<file path="src/rtl/hxd32_pkg.sv">
// Shared hxd32 types: register address and the writeback entry carried by the slow path.
package hxd32_pkg;

   localparam int XLEN = 32;

   typedef logic [4:0] regaddr_t;

   typedef struct packed {
      regaddr_t            rd;
      logic [XLEN-1:0]     data;
   } wb_entry_t;

endpackage

</file>
<file path="src/rtl/wb_fifo.sv">
// Small synchronous FIFO of writeback entries; pointers wrap naturally because DEPTH is a power of two.
module wb_fifo
   import hxd32_pkg::*;
#(
   parameter int  DEPTH = 2,
   localparam int PTR_W = $clog2(DEPTH),
   localparam int CNT_W = PTR_W + 1
) (
   input  logic             clk_i,
   input  logic             rst_i,
   input  logic             push_i,
   input  wb_entry_t        din_i,
   input  logic             pop_i,
   output wb_entry_t        dout_o,
   output logic             full_o,
   output logic             empty_o,
   output logic [CNT_W-1:0] count_o
);

   wb_entry_t        r_mem [DEPTH];
   logic [PTR_W-1:0] r_wr_ptr;
   logic [PTR_W-1:0] r_rd_ptr;
   logic [CNT_W-1:0] r_count;

   // Storage carries no reset; validity is tracked by the count alone.
   always_ff @(posedge clk_i) begin
      if (push_i) begin
         r_mem[r_wr_ptr] <= din_i;
      end
   end

   always_ff @(posedge clk_i) begin
      if (rst_i) begin
         r_wr_ptr <= '0;
         r_rd_ptr <= '0;
         r_count  <= '0;
      end else begin
         if (push_i) begin
            r_wr_ptr <= r_wr_ptr + 1'b1;
         end
         if (pop_i) begin
            r_rd_ptr <= r_rd_ptr + 1'b1;
         end
         if (push_i && !pop_i) begin
            r_count <= r_count + 1'b1;
         end else if (pop_i && !push_i) begin
            r_count <= r_count - 1'b1;
         end
      end
   end

   assign dout_o  = r_mem[r_rd_ptr];
   assign full_o  = (r_count == CNT_W'(DEPTH));
   assign empty_o = (r_count == '0);
   assign count_o = r_count;

endmodule

</file>
<file path="src/rtl/wb_arbiter.sv">
// Writeback arbiter: merges the ALU and buffered multi-cycle results onto the regfile write port
// and tracks registers with outstanding multi-cycle writes.
module wb_arbiter
   import hxd32_pkg::*;
#(
   parameter int XLEN         = hxd32_pkg::XLEN,
   parameter int FIFO_DEPTH   = 2,
   parameter int STARVE_LIMIT = 4
) (
   input  logic            clk_i,
   input  logic            rst_i,
   input  logic            alu_valid_i,
   output logic            alu_ready_o,
   input  logic [4:0]      alu_rd_i,
   input  logic [XLEN-1:0] alu_data_i,
   input  logic            slow_valid_i,
   output logic            slow_ready_o,
   input  logic [4:0]      slow_rd_i,
   input  logic [XLEN-1:0] slow_data_i,
   input  logic            issue_en_i,
   input  logic [4:0]      issue_rd_i,
   output logic [31:0]     busy_o,
   output logic            rd_wr_en_o,
   output logic [4:0]      rd_wr_addr_o,
   output logic [XLEN-1:0] rd_wr_data_o
);

   localparam int CNT_W = $clog2(FIFO_DEPTH) + 1;

   wb_entry_t        w_slow_in;
   wb_entry_t        w_head;
   logic             w_push;
   logic             w_full;
   logic             w_empty;
   logic [CNT_W-1:0] w_count;
   logic             w_slow_win;
   logic             w_alu_win;
   regaddr_t         w_win_rd;
   logic [XLEN-1:0]  w_win_data;
   logic [31:0]      w_busy_set;
   logic [31:0]      w_busy_clr;

   logic [3:0]       r_starve;
   logic [31:0]      r_busy;
   logic             r_wr_en;
   regaddr_t         r_wr_addr;
   logic [XLEN-1:0]  r_wr_data;

   assign w_slow_in.rd   = slow_rd_i;
   assign w_slow_in.data = slow_data_i;
   assign slow_ready_o   = (w_count < CNT_W'(FIFO_DEPTH));
   assign w_push         = slow_valid_i && slow_ready_o;

   wb_fifo #(
      .DEPTH (FIFO_DEPTH)
   ) u_fifo (
      .clk_i   (clk_i),
      .rst_i   (rst_i),
      .push_i  (w_push),
      .din_i   (w_slow_in),
      .pop_i   (w_slow_win),
      .dout_o  (w_head),
      .full_o  (w_full),
      .empty_o (w_empty),
      .count_o (w_count)
   );

   // A full FIFO or an aged head forces the slow path through so it cannot back up the pipeline.
   assign w_slow_win  = !w_empty &&
                        (!alu_valid_i || w_full || (r_starve >= 4'(STARVE_LIMIT)));
   assign w_alu_win   = alu_valid_i && !w_slow_win;
   assign alu_ready_o = !w_slow_win;

   always_comb begin
      w_win_rd   = alu_rd_i;
      w_win_data = alu_data_i;
      if (w_slow_win) begin
         w_win_rd   = w_head.rd;
         w_win_data = w_head.data;
      end
   end

   always_ff @(posedge clk_i) begin
      if (rst_i) begin
         r_starve <= '0;
      end else if (w_empty || w_slow_win) begin
         r_starve <= '0;
      end else if (w_alu_win && (r_starve < 4'(STARVE_LIMIT))) begin
         r_starve <= r_starve + 1'b1;
      end
   end

   // Writes to x0 still complete the handshake but never reach the regfile.
   always_ff @(posedge clk_i) begin
      if (rst_i) begin
         r_wr_en   <= 1'b0;
         r_wr_addr <= '0;
         r_wr_data <= '0;
      end else if (w_slow_win || w_alu_win) begin
         r_wr_en   <= (w_win_rd != 5'd0);
         r_wr_addr <= w_win_rd;
         r_wr_data <= w_win_data;
      end else begin
         r_wr_en   <= 1'b0;
      end
   end

   // Set is applied after clear so a newly issued op to the same register stays pending.
   always_comb begin
      w_busy_set = '0;
      w_busy_clr = '0;
      if (issue_en_i) begin
         w_busy_set = 32'd1 << issue_rd_i;
      end
      if (w_slow_win) begin
         w_busy_clr = 32'd1 << w_head.rd;
      end
   end

   always_ff @(posedge clk_i) begin
      if (rst_i) begin
         r_busy <= '0;
      end else begin
         r_busy <= ((r_busy & ~w_busy_clr) | w_busy_set) & 32'hFFFF_FFFE;
      end
   end

   assign busy_o       = r_busy;
   assign rd_wr_en_o   = r_wr_en;
   assign rd_wr_addr_o = r_wr_addr;
   assign rd_wr_data_o = r_wr_data;

endmodule

</file>
<file path="config.mk">
export PLATFORM = sky130hd
export DESIGN_NAME = wb_arbiter
export DESIGN_NICKNAME = d
export VERILOG_FILES = /design/src/rtl/hxd32_pkg.sv /design/src/rtl/wb_fifo.sv /design/src/rtl/wb_arbiter.sv
export SDC_FILE = /design/constraint.sdc
export NUM_CORES = 1
export LEC_CHECK = 0
export CAP_MARGIN = 20
export CORE_MARGIN = 8
export CORE_UTILIZATION = 25
export DETAILED_ROUTE_END_ITERATION = 16
export GPL_TIMING_DRIVEN = 0
export SLEW_MARGIN = 10
export SYNTH_ARGS = -nofsm -noshare
export SYNTH_HDL_FRONTEND = slang
export SYNTH_SLANG_ARGS = --single-unit
</file>
<file path="constraint.sdc">
create_clock -name clk_i -period 5.14 [get_ports clk_i]
set_clock_uncertainty 0.2 [all_clocks]
set_input_delay 1.285 -clock clk_i [delete_from_list [all_inputs] [get_ports clk_i]]
set_output_delay 1.285 -clock clk_i [all_outputs]
set_load 0.02 [all_outputs]
</file>
# Word level (Yosys, flattened, before mapping)
# Memory sizes are Yosys's and may differ from the RTL's. A register that Yosys moved wholly into a read port is not among the register bits.
# Cells that the tools add are included.
word_totals:
  reg_bits: 78
  latchBits: 0
  mem_bits_rw: 74
  mem_bits_ro: 0
  out_inout_bits: 72
  wordCells: 54
  n_memories: 1
mem_list:
  columns: ["memory", "depth", "width", "rd", "rd_clocked_by_memory_dff", "write_ports", "line_no", "source"]
  rows:
  - ["u_fifo.r_mem", 2, 37, 1, 1, 1, "wb_fifo.sv:20", "wb_entry_t r_mem [DEPTH];"]
classes:
  addsub: 5
  n_mul: 0
  div: 0
  n_lt_le_gt_ge: 3
  eq_ne: 1
  shifts: 2
  muxes: 10
  n_bitwise: 4
  n_reduce_logical: 19
op_table:
  columns: ["operator", "n"]
  rows:
  - ["32-bit two-way mux", 3]
  - ["1-bit by 5-bit left shift with 32-bit output, first input constant", 2]
  - ["32-bit AND", 1]
  - ["32-bit NOT", 1]
  - ["32-bit bitwise OR", 1]
  - ["1-bit logical AND", 6]
  - ["5-bit two-way mux", 1]
  - ["5-bit nonzero test", 1]
  - ["4-bit by 1-bit adder with 4-bit output, second input constant", 1]
  - ["4-bit by 3-bit greater-or-equal comparator with 1-bit output, second input constant", 1]
  - ["1-bit zero test", 4]
  - ["1-bit logical OR", 4]
  - ["4-bit by 3-bit less-than comparator with 1-bit output, second input constant", 1]
  - ["1-bit two-way mux", 4]
  - ["2-bit two-way mux", 2]
  - ["2-bit OR reduction", 2]
  - ["1-bit adder, second input constant", 2]
  - ["2-bit by 1-bit adder with 2-bit output, second input constant", 1]
  - ["2-bit == test, second input constant", 1]
  - ["2-bit zero test", 1]
  - ["2-bit less-than comparator, second input constant", 1]
  - ["2-bit nonzero test", 1]
  - ["2-bit by 1-bit subtractor with 2-bit output, second input constant", 1]
  - ["1-bit NOT", 1]

# Depth between registers and ports, before layout
logic_depth:
  depth_word: 9
  mapped_depth: 9

# Modules after synthesis
# A second synthesis with hierarchy kept.
hier_totals:
  cells_unflattened: 508
  area_unflattened_um2: 6287.3
by_module_without_submodules:
  columns: ["mod", "n_inst", "cells_per_inst", "area_per_inst_um2", "seq_area_each_um2"]
  rows:
  - ["wb_arbiter", 1, 371, 3402.0, 1461.4]
  - ["wb_fifo", 1, 137, 2885.3, 2322.2]

# Least setup slack after synthesis
# Ideal clock, no wire load.
synth_path:
  path_type: "input -> register"
  from: "input port slow_valid_i"
  to: "memory u_fifo.r_mem[0][0] (netlist bit) (enable)"
  t_arrival_ns: 3.228
  path_slack_ns: 1.276
  stages: 2
  n_path_buf: 0
  cell_sequence: "nor2b_1 nor2b_1"
synth_via:
  elab_chain_cells: 3
synth_lines:
  columns: ["item", "line_no", "source"]
  rows:
  - ["start: declaration", "wb_arbiter.sv:16", "input logic slow_valid_i,"]
  - ["1-bit logical AND", "wb_arbiter.sv:52", "assign w_push = slow_valid_i && slow_ready_o;"]
  - ["1-bit two-way mux", "wb_fifo.sv:27", "if (push_i) begin"]
  - ["1-bit two-way mux (implied by the code)", "wb_fifo.sv:28", "r_mem[r_wr_ptr] <= din_i;"]
  - ["end: declaration", "wb_fifo.sv:20", null]
# Every way passes these cells.

# Worst setup path in the final report
layout_path:
  from: "input port alu_valid_i"
  to: "output port alu_ready_o"
layout_via:
  elab_chain_cells: 5
layout_lines:
  columns: ["item", "line_no", "source"]
  rows:
  - ["start: declaration", "wb_arbiter.sv:12", "input logic alu_valid_i,"]
  - ["1-bit zero test", "wb_arbiter.sv:70", "(!alu_valid_i || w_full || (r_starve >= 4'(STARVE_LIMIT)));"]
  - ["1-bit logical OR (2 in series)", "wb_arbiter.sv:70", null]
  - ["1-bit logical AND", "wb_arbiter.sv:69", "assign w_slow_win = !w_empty &&"]
  - ["1-bit zero test", "wb_arbiter.sv:72", "assign alu_ready_o = !w_slow_win;"]
  - ["end: declaration", "wb_arbiter.sv:13", "output logic alu_ready_o,"]
# Every way passes these cells.

==> summary.md <==
| Metric | Value |
|---|---|
| Reg2reg end | u_fifo.count_o[1] |
| Endpoint, Worst Hold | r_starve[0] |
| Ys Warns | 0 |
| Arrival @ worst endpoint | 3.31 ns |
| CP max FO | 11 |
| # Post-CTS Setup Buffers | 0 |
| Worst-path clk slew | 0.06 ns |
| Crit path largest cell delay | 0.65 ns |
| Worst slack at placement | 0.347 ns |
| Clock sinks | 152 |
| Global route overflow | 0 |
| Critical path depth | 7 |
| Post-route ant nets | 0 |
| Layout area overhead | 42.2% |
| Gate Count Post-Synth | 503 |
| Setup TNS | 0 ns |
| Sequential element share of the synthesized area | 61.6% |
| Routing usage on met3 | 3.62% |
| CP Buf/Inv Count | 5 |
| Share of post-route cells with drive strength above 1 | 9.54% |
| Synth area leaders | edfxtp_1, dfxtp_1, a211oi_1 |
| First-pass GRT wire length | 27,300 um |
| # rows | 57 |
| DIE AREA | 29,800 um^2 |
| Placed insts | 984 |
| Sw power | 1.41 mW |
| Top delay family on crit path | buffers and inverters |
| Initial DRC count | 248 |
| Met1 Track Usage GR | 14.9% |
| Port Buffer Count | 154 |
| DR WL/cell | 17.8 um |
| Post-Syn Area per Cell | 12.2 um^2 |
| Number of synthesized flops with an enable pin | 74 |
| Net count, final | 765 |
| Max VDD drop | 0.000191 V |
| Status | finished, final reports clean |
| Critical Path Source Type | primary input |
| Clock latency on the worst-skew pair | 0.42 ns |
| Vias in the first global route | 4,595 |
| Busiest grt layer | met2 |
| Main synth FF type | dfxtp_1 |
| FMAX | 209 MHz |
| GPL Wtd Cong | 0.789 |
| Worst hold path class | reg -> reg |
| Tmin final | 4.79 ns |
| Post-Synth XOR/XNOR Area | 0.570% |
| Htree depth | 4 |
| Total CTS buffers | 17 |
| Initial Utilization | 25.3% |
| Max-Cap Viols | 0 |
| GR Util All Layers | 11.9% |
| Clock power frac | 28.7% |
| Critical Path RT | 3.65 ns |
| Internal | 2.84 mW |
| Initial antenna violation count | 2 |
| Area leader, netlist | edfxtp_1 |
| Power Dens Cells | 486 nW/um^2 |
| CP Class | in -> out |
| Largest net degree at the start of global routing | 33 |
| Part of the power in registers | 38.4% |
| R2R Path Start | u_fifo.count_o[0] |
| Post-DP HPWL | 13,600 um |
| Non-filler cells, final | 1,019 |
| Longest Clk Path Bufs | 2 |
| Die W | 173 um |
| Final worst slack | 0.346 ns |
| R2R cell count | 8 |
| CTS tree | built |
| Reg2reg setup slack | 2.78 ns |
| I/O pin count | 156 |
| Synth Area in Adders | 0.407% |
| Final setup vio count | 0 |
| Vias per std cell | 4.51 |
| Cts repair resizes | 0 |
| Root Driver | clkbuf_16 |
| Crit-path cells | clkdlybuf4s50_1 > nand4bb_1 > buf_2 > nand2_4 > buf_6 > buf_2 > clkdlybuf4s50_1 |
| Die Height | 173 um |
| Cts hold-fix bufs | 0 |
| Largest family of logic cells by synthesized area | compound AO/OA/AOI/OAI gates |
| Flops & latches, synth | 152 |
| Pre-Repair DR Iteration Count | 4 |
| Comb pwr share | 32.9% |
| CP endpoint kind | output port |
| Post-Syn Area | 6140 um^2 |
| Routed wire length | 18,100 um |
| Worst rel slew slack | 51.3% |
| Asr flop ratio synth | 0% |
| Crit-path slowest cell | clkdlybuf4s50_1 |
| Hold slack | 0.241 ns |
| WHS Path Cells | 1 |
| Count of final hold-check violations | 0 |
| Via count | 4,593 |
| Max Slew Vio Count | 0 |
| Yosys top cell area share | 36.2% |
| Tcrit/Tclk final | 93.3% |
| Worst-margin pin slew | 0.728 ns |
| Core area | 24,200 um^2 |
| Mux cell area share after synthesis | 7.03% |
| Residual DRC count | 0 |
| Distinct cells, synth | 42 |
| Post-synthesis compound-gate area fraction | 15.4% |
| Post-Synth Simple-Gate Area | 11.5% |
| Worst Hold Launch | r_starve[0] |
| Leakage | 3.00 nW |
| GR Layer Usage met2 | 18.9% |
| RSZ-0062 raised after global routing | no |
| Sw frac | 33.2% |
-- flip-flops by register name, summed over array words and instances, names as in the netlist, named ones only --
signal and cells:
u_fifo.r_mem 74, rd_wr_addr_o 5, rd_wr_en_o 1, u_fifo.count_o 2, rd_wr_data_o 32, u_fifo.r_rd_ptr 1, busy_o 31, u_fifo.r_wr_ptr 1
r_starve 4
-- metrics by stage --
| stage | area (um^2) | total power [mW] | utilization, % |
|---|---|---|---|
| after global placement | 8090 | 3.04 | 33.4 |
| after floorplan | 6150 | 2.43 | - |
| after CTS | 8730 | 4.30 | 36.0 |
| after global routing | 8730 | 4.47 | 36.0 |
| after detailed placement | 8150 | 3.07 | 33.6 |
| final | 8740 | 4.25 | 36.0 |
-- Yosys cell counts, types with 7 or more instances --
| cell | instances |
|---|---|
| a211oi_1 | 71 |
| a21oi_1 | 19 |
| buf_2 | 7 |
| buf_4 | 11 |
| clkbuf_1 | 12 |
| dfxtp_1 | 78 |
| edfxtp_1 | 74 |
| mux2i_1 | 39 |
| nand2_1 | 23 |
| nor2_1 | 20 |
| nor2b_1 | 40 |
| o21ai_0 | 25 |
| o21ai_1 | 9 |
| o311ai_1 | 13 |
-- power by group through the flow --
stage	clock [mW]	sequential [mW]	combinational (mW)
2_1_floorplan	0	1.80	0.634
3_3_place_gp	0	1.66	1.38
3_5_place_dp	0	1.65	1.41
4_1_cts	1.24	1.63	1.42
5_1_grt	1.30	1.66	1.51
6_report	1.22	1.63	1.40
-- routing by layer --
layer  share of wire (%)  vias up
li1                    -     2253
met1                  45     2181
met2                  47      136
met3                 5.8       23
met4                 1.6        0
met5                   0        -
-- placed cells by master, fill, tap and decap left out, drive strengths merged, types with 13 or more instances in the layout --
cell and instances:
clkdlybuf4s50 154, dfxtp 78, edfxtp 74, a211oi 71, nor2b 40, mux2i 39, o21ai 34, clkbuf 30
buf 26, nand2 24, nor2 20, a21oi 20, o311ai 13
-- worst reg2reg max path: stages, from the launching register on --
cell and delay (ns):
dfxtp_1 0.34, or2_1 0.23, buf_4 0.17, nand2_4 0.11, buf_6 0.16, buf_2 0.27
ha_1 0.31, or3_1 0.37, a21oi_1 0.14
-- cells by family (layout without fill, tap and decap cells) --
family | count (synthesis) | in the layout
multiplexers | 42 | 42
XOR/XNOR | 4 | 4
flip-flops | 152 | 152
AO/OA/AOI/OAI | 141 | 141
adder cells (fa/ha/maj) | 2 | 2
other | 1 | 5
AND/OR/NAND/NOR | 123 | 123
buffers and inverters | 38 | 226
-- worst max-delay path by stage --
stage,startpoint,endpoint
global placement,slow_valid_i,u_fifo.r_mem[0][0]
global route,alu_valid_i,alu_ready_o
finish,alu_valid_i,alu_ready_o
detailed placement,alu_valid_i,alu_ready_o
CTS,alu_valid_i,alu_ready_o
floorplan,slow_valid_i,u_fifo.r_mem[0][0]
-- final cells by class --
class | count | area, um^2
Multi-Input combinational cell | 314 | 2160
Antenna cell | 3 | 7.51
Buffer | 36 | 208
Clock inverter | 14 | 149
Sequential cell | 152 | 3780
Timing Repair Buffer | 156 | 1590
Tap cell | 324 | 405
Fill cell | 2432 | 15500
Clock buffer | 18 | 429
Inverter | 2 | 7.51
No activity file was read; power rests on OpenSTA's default activity.
